### src/rtl/demux_vc_router.sv
// Routes each 10-bit word by its [9:8] destination into one of four lane FIFOs.
// One-clock read latency per lane; a push to a full lane without a same-cycle pop is dropped and counted.
module demux_vc_router #(
  parameter int DATA_W = 10,
  parameter int DEPTH  = 4,
  parameter int ADDR_W = 2
) (
  input  logic              clk,
  input  logic              reset_L,
  input  logic              state,
  input  logic              push,
  input  logic [DATA_W-1:0] data_in,
  input  logic [3:0]        pop,
  output logic [DATA_W-1:0] Out0,
  output logic [DATA_W-1:0] Out1,
  output logic [DATA_W-1:0] Out2,
  output logic [DATA_W-1:0] Out3,
  output logic [3:0]        valid,
  output logic [3:0]        empty,
  output logic [3:0]        full,
  output logic              error,
  output logic [7:0]        drop_cnt
);

  localparam logic [ADDR_W:0]   CNT_FULL = (ADDR_W+1)'(DEPTH);
  localparam logic [ADDR_W:0]   CNT_ONE  = (ADDR_W+1)'(1);
  localparam logic [ADDR_W-1:0] PTR_ONE  = ADDR_W'(1);

  logic [DATA_W-1:0] mem     [4][DEPTH];
  logic [ADDR_W-1:0] wr_ptr  [4];
  logic [ADDR_W-1:0] rd_ptr  [4];
  logic [ADDR_W:0]   cnt     [4];
  logic [ADDR_W:0]   cnt_nxt [4];
  logic [DATA_W-1:0] out_q   [4];
  logic [1:0]        dest;
  logic [3:0]        do_push;
  logic [3:0]        do_pop;
  logic              drop;

  assign Out0 = out_q[0];
  assign Out1 = out_q[1];
  assign Out2 = out_q[2];
  assign Out3 = out_q[3];

  // A pop only reads an existing entry, so an empty lane never falls through.
  always_comb begin
    dest    = data_in[DATA_W-1:DATA_W-2];
    do_push = '0;
    do_pop  = '0;
    drop    = 1'b0;
    for (int n = 0; n < 4; n++) begin
      do_pop[n]  = state & pop[n] & (cnt[n] != '0);
      cnt_nxt[n] = cnt[n];
    end
    if (state && push) begin
      if (cnt[dest] != CNT_FULL || pop[dest]) do_push[dest] = 1'b1;
      else                                    drop          = 1'b1;
    end
    for (int n = 0; n < 4; n++) begin
      case ({do_push[n], do_pop[n]})
        2'b10:   cnt_nxt[n] = cnt[n] + CNT_ONE;
        2'b01:   cnt_nxt[n] = cnt[n] - CNT_ONE;
        default: cnt_nxt[n] = cnt[n];
      endcase
    end
  end

  always_ff @(posedge clk) begin
    for (int n = 0; n < 4; n++) begin
      if (do_push[n]) mem[n][wr_ptr[n]] <= data_in;
    end
  end

  always_ff @(posedge clk or negedge reset_L) begin
    if (!reset_L) begin
      for (int n = 0; n < 4; n++) begin
        wr_ptr[n] <= '0;
        rd_ptr[n] <= '0;
        cnt[n]    <= '0;
        out_q[n]  <= '0;
      end
      valid    <= '0;
      empty    <= 4'hF;
      full     <= '0;
      error    <= 1'b0;
      drop_cnt <= '0;
    end else begin
      for (int n = 0; n < 4; n++) begin
        if (do_push[n]) wr_ptr[n] <= wr_ptr[n] + PTR_ONE;
        if (do_pop[n]) begin
          out_q[n]  <= mem[n][rd_ptr[n]];
          rd_ptr[n] <= rd_ptr[n] + PTR_ONE;
        end
        cnt[n]   <= cnt_nxt[n];
        empty[n] <= (cnt_nxt[n] == '0);
        full[n]  <= (cnt_nxt[n] == CNT_FULL);
      end
      valid <= do_pop;
      error <= drop;
      if (drop && drop_cnt != 8'hFF) drop_cnt <= drop_cnt + 8'd1;
    end
  end

endmodule

### config.mk
export PLATFORM = sky130hd
export DESIGN_NAME = demux_vc_router
export DESIGN_NICKNAME = d
export VERILOG_FILES = /design/src/rtl/demux_vc_router.sv
export SDC_FILE = /design/constraint.sdc
export NUM_CORES = 1
export LEC_CHECK = 0
export CELL_PAD_IN_SITES_DETAIL_PLACEMENT = 1
export CELL_PAD_IN_SITES_GLOBAL_PLACEMENT = 1
export CORE_MARGIN = 8
export CORE_UTILIZATION = 45
export DETAILED_ROUTE_END_ITERATION = 8
export HOLD_SLACK_MARGIN = 0.05
export PLACE_DENSITY_LB_ADDON = 0.1
export SYNTH_ARGS = -nofsm -noshare
export SYNTH_HDL_FRONTEND = slang
export SYNTH_SLANG_ARGS = --single-unit
### constraint.sdc
create_clock -name clk -period 2.35 [get_ports clk]
set_input_delay 0.47 -clock clk [delete_from_list [all_inputs] [get_ports clk]]
set_output_delay 0.47 -clock clk [all_outputs]
set_load 0.02 [all_outputs]
* After elaboration in Yosys (flattened, before gate mapping)
Memory sizes are Yosys's and may differ from the RTL's.
Index checks and enable logic that the tools add are counted.
** Operators by class
- Reductions and logical operators :: 19
- Bitwise logic cells :: 17
- Magnitude comparators :: 15
- Add/sub/neg operators :: 17
- Muxes and demuxes :: 52
- Eq/ne operators :: 14
** Operators by type and width (count)
- $mux W40 :: 10
- $mux W10 :: 12
- $reduce_or A40 Y1 :: 3
- $bmux W10 S2 :: 4
- $demux W10 S2 :: 4
- $ge A3 B3 Y1 const B :: 9
- $not A2 Y3 :: 9
- $pmux W3 S2 :: 4
- $add A2 B1 Y2 const B :: 8
- $add A3 B1 Y3 const B :: 4
- $eq A3 B3 Y1 const B :: 4
- $logic_not A3 Y1 :: 4
- $lt A3 B1 Y1 const B :: 4
- $reduce_bool A3 Y1 :: 4
- $sub A3 B1 Y3 const B :: 4
- $add A8 B1 Y8 const B :: 1
- $and A1 B1 Y1 :: 8
- $eq A2 B1 Y1 const B :: 4
- $eq A2 B2 Y1 const B :: 4
- $mux W1 :: 8
- $mux W4 :: 2
- $ne A8 B8 Y1 const B :: 1
- $logic_and A1 B1 Y1 :: 7
- $bmux W3 S2 :: 1
- other kinds (8) :: 11
** Word-level totals
- Register bits :: 89
- Memories kept :: 1
- Input port bits :: 18
- Word-level logic and storage cells :: 156
- Output and inout port bits :: 61
- RAM bits :: 160
** Memories
- mem :: depth 4, bits a word 40, rd ports 4, clocked after Yosys merged registers in 0, wr ports 1, line 29 : logic [DATA_W-1:0] mem [4][DEPTH];

* Logic depth before layout (Yosys ltp)
Gate-level depths: netlist of run 1.
- Depth in word-level cells :: 14
- Mapped depth :: 12

* Worst setup path before layout of run 1
Ideal clock, no wire load.
- Kind :: input to register
- Start point :: input port data_in[8]
- End point :: register full[0]
- Path buffers :: 0
- Slack :: -369 ps
- Stages on the path :: 10
- Required time :: 2232 ps
- Arrival time :: 2601 ps
- Path through :: mux4_2 -> o221ai_4 -> nor2_8 -> or3_4 -> ha_1 -> inv_1 -> fa_1 -> o21ai_0 -> or2_2 -> nor2b_1
** RTL lines
- from (decl) :: line 12 : input logic [DATA_W-1:0] data_in,
- to (signal, indexed assignment) :: line 96 : full[n] <= (cnt_nxt[n] == CNT_FULL);
- to (decl) :: line 20 : output logic [3:0] full,

==> results of run 1 <==
-- synthesized netlist by cell type --
cell and number:
fa_1 4, or3_4 1, mux2i_1 2, nand4_1 3, or2_2 5, o21ai_0 2
nand3_1 1, a31oi_1 1, ha_1 21, a21oi_1 1, xor2_1 9, o221ai_4 1
xnor2_1 21, mux2_1 3, o22ai_4 1, nand2_1 12, nand2b_1 1, o311ai_0 4
nor3_1 7, or2b_1 1, edfxtp_1 160, clkbuf_1 8, inv_1 27, nor2_1 10
mux2_4 1, and2_1 12, buf_1 4, dfrtp_1 85, nor2b_1 5, mux4_2 41
and3_1 6, mux2_2 41, nor2_8 1, nor3_4 2, dfstp_2 4, nor4_4 1
nor3_2 1
-- state kept, by name, indices dropped and copies added, names as in the netlist --
register and cells:
Out1 10, Out0 10, error 1, Out3 10, wr_ptr 8, drop_cnt 8, valid 4, empty 4
rd_ptr 8, Out2 10, full 4, mem 160, cnt 12
-- metrics by stage --
step / hold WS, ps / cell area (µm²) / std cells
after global placement: 476 / 11700 / 930
after floorplan: 174 / 9810 / 510
after global routing: 425 / 12800 / 993
final: 435 / 12800 / 993
after detailed placement: 476 / 11700 / 930
after CTS: 425 / 12700 / 989
-- cell families after synthesis --
kind of cell	after synthesis	share of synthesized area
DFF	249	0.720
muxes	88	0.149
and+or+nand+nor	69	0.0435
buffers and inverters	39	0.0150
xor gates and xnor gates	30	0.0269
adders and majority gates	25	0.0351
AOI/OAI and AO/OA	10	0.0105
-- cells in the final DEF (no fill, tap or decap), drive strengths merged, types with 6 or more instances in the layout --
cell	instances
and2	12
and3	6
buf	89
clkbuf	40
clkdlybuf4s50	75
clkinv	6
dfrtp	85
edfxtp	160
ha	21
inv	27
mux2	45
mux4	41
nand2	12
nor2	11
nor3	10
xnor2	21
xor2	9
-- metal layers --
layer,GRT usage,vias up
li1,-,2285
met1,0.198,2714
met2,0.280,113
met3,0.0323,34
met4,0.0442,0
met5,0,-
-- timing repair --
item / in CTS / in global routing
hold buffers: 1 / 0
setup buffers: 11 / 5
pin swaps: 12 / 17
setup endpoints to repair: 117 / 65
resized for setup: 15 / 26
hold endpoints to repair: 31 / 0
-- worst max-delay path, stage by stage, from the launching register on --
cell,delay [ps]
dfrtp_1,430
nor3_2,240
buf_4,170
o22ai_4,90
nor2_8,180
buf_6,120
nor3_4,40
inv_2,60
ha_4,130
inv_2,30
fa_1,360
xor2_1,150
nor2_1,130
xor2_1,250
nor2b_2,190
-- path summary, 6_finish.rpt --
check | end | slack (ps) | cells past startpoint
worst max-delay path | full[1] | -280 | 14
worst min-delay path | mem[0][28] | 430 | 2
worst max register to register | full[1] | -280 | 14
worst min register to register | Out1[3] | 500 | 1
max in group asynchronous | empty[0] | 1140 | 3
min in group asynchronous | rd_ptr[4] | 470 | 2
-- cell type report --
type                       instances  share of cell area
tap                              280              0.0274
clock inverter                     8             0.00694
inverter                          27             0.00792
sequential                       249               0.550
multi-input combinational        222               0.218
clock buffer                      40              0.0597
timing repair buffer             167               0.130
-- power by group --
group / internal (mW) / total (mW) / leakage (nW) / switching [mW]
Clock: 2.45 / 4.07 / 0.421 / 1.62
Combinational: 2.69 / 4.91 / 1.88 / 2.22
Sequential: 5.45 / 6.06 / 2.51 / 0.608
Total: 10.6 / 15.0 / 4.81 / 4.45
==> reports/metrics.cfg, run 1 <==
[run_status]
status = finished, violations left
violations = negative setup slack

[cts]
clock_sinks = 249
insertion_delay_ps = 520
cts_inserted_buffers = 27
cts-root-buf = clkbuf_16
cts-htree-levels = 1
clk_pin_slew_ps = 60
clockBufferDepth = 3
cts_tree = built

[floorplan]
core_region_area_um2 = 21600
initial_core_util = 0.453
die_x_um = 163
dieArea_um2 = 26700
die_h_um = 163
rows = 54
io-pin-count = 79

[timing]
slew_violations = 0
finalSetupViolCount = 14
setup_slack_ps = -281
rsz0062_at_grt = true
slew_headroom = 0.526
tightest_slew_ps = 708
fin_setup_tns_ps = -2510
finalHoldViolations = 0
period_minus_slack_ps = 2630
timing.fmax_mhz = 380
finClkSkew_ps = 10.8
period_share = 1.12

[job]
drv_cap = 0

[detailed_routing]
drtPass1Iterations = 6
vias = 5146
wl_met3_um = 1160
drc = 0
wire_per_inst_um = 21.3
routed_wl_um = 21100
wl_met2_um = 10900
highest_layer = met4
vias_per_cell = 5.18
antenna_left = 0
drt-met1-wl_um = 8700
first_iter_violations = 212

[synth]
synth_nets = 553
synthCells = 510
synth_top_area_cell = edfxtp_1
synthDistinctLibCells = 37
synth_area_leaders = edfxtp_1 49%, dfrtp_1 22%, mux4_2 9.5%, mux2_2 4.7%, ha_1 2.7%
synth.yosys.seq_area_share = 0.720
yosys_warnings = 0
avgSynthCellArea_um2 = 19.2
synth_seq_cells = 249
netlist_area_um2 = 9770
synth_top_area_share = 0.492

[setup_path]
crit_arrival_ps = 3080
start_kind = register
path_max_fanout = 5
startpoint = cnt[4]
crit_type = reg2reg
reg2reg_from = cnt[4]
endpoint_kind = register
cp.required_ps = 2800

[placed_design]
dp_hpwl_um = 13900
port_buffers = 78
place_congestion = 0.791
pre_cts_slack_ps = -1060

[grt]
grt_pass1_vias = 5837
grt_pass1_wl_um = 32900
grt_overflow_total = 0
grt_max_degree = 37
antenna_found_initial = 0
grt.total_usage = 0.160

[cells_and_area]
drive_gt1_frac = 0.381
multi_input_area_um2 = 2790
nFillCells = 1889
utilization = 0.594
finalNetCount = 737
area_growth_pct = 31.0
diodes = 0
regArea_um2 = 7040

[min_path]
min_from = data_in[8]
min_path_type = in2reg

[power_and_ir_drop]
ir_worst_vdd_v = 0.000669
total_power_mw = 15.0
leakagePower_nw = 4.81
powerDensity_nw_per_um2 = 1180

Note: power is estimated with default switching activity, not from simulation.
==> run 2: changes to the inputs <==
==> constraint.sdc (replaced) <==
create_clock -name clk -period 2.35 [get_ports clk]
set_input_delay 0.47 -clock clk [delete_from_list [all_inputs] [get_ports clk]]
set_output_delay 0.47 -clock clk [all_outputs]
set_load 0.005 [all_outputs]
==> results of run 2 <==
Same layout as run 1 (identical final DEF). Status: finished, violations left: negative setup slack.
Among the figures that moved: total power 15.0 mW -> 14.5 mW
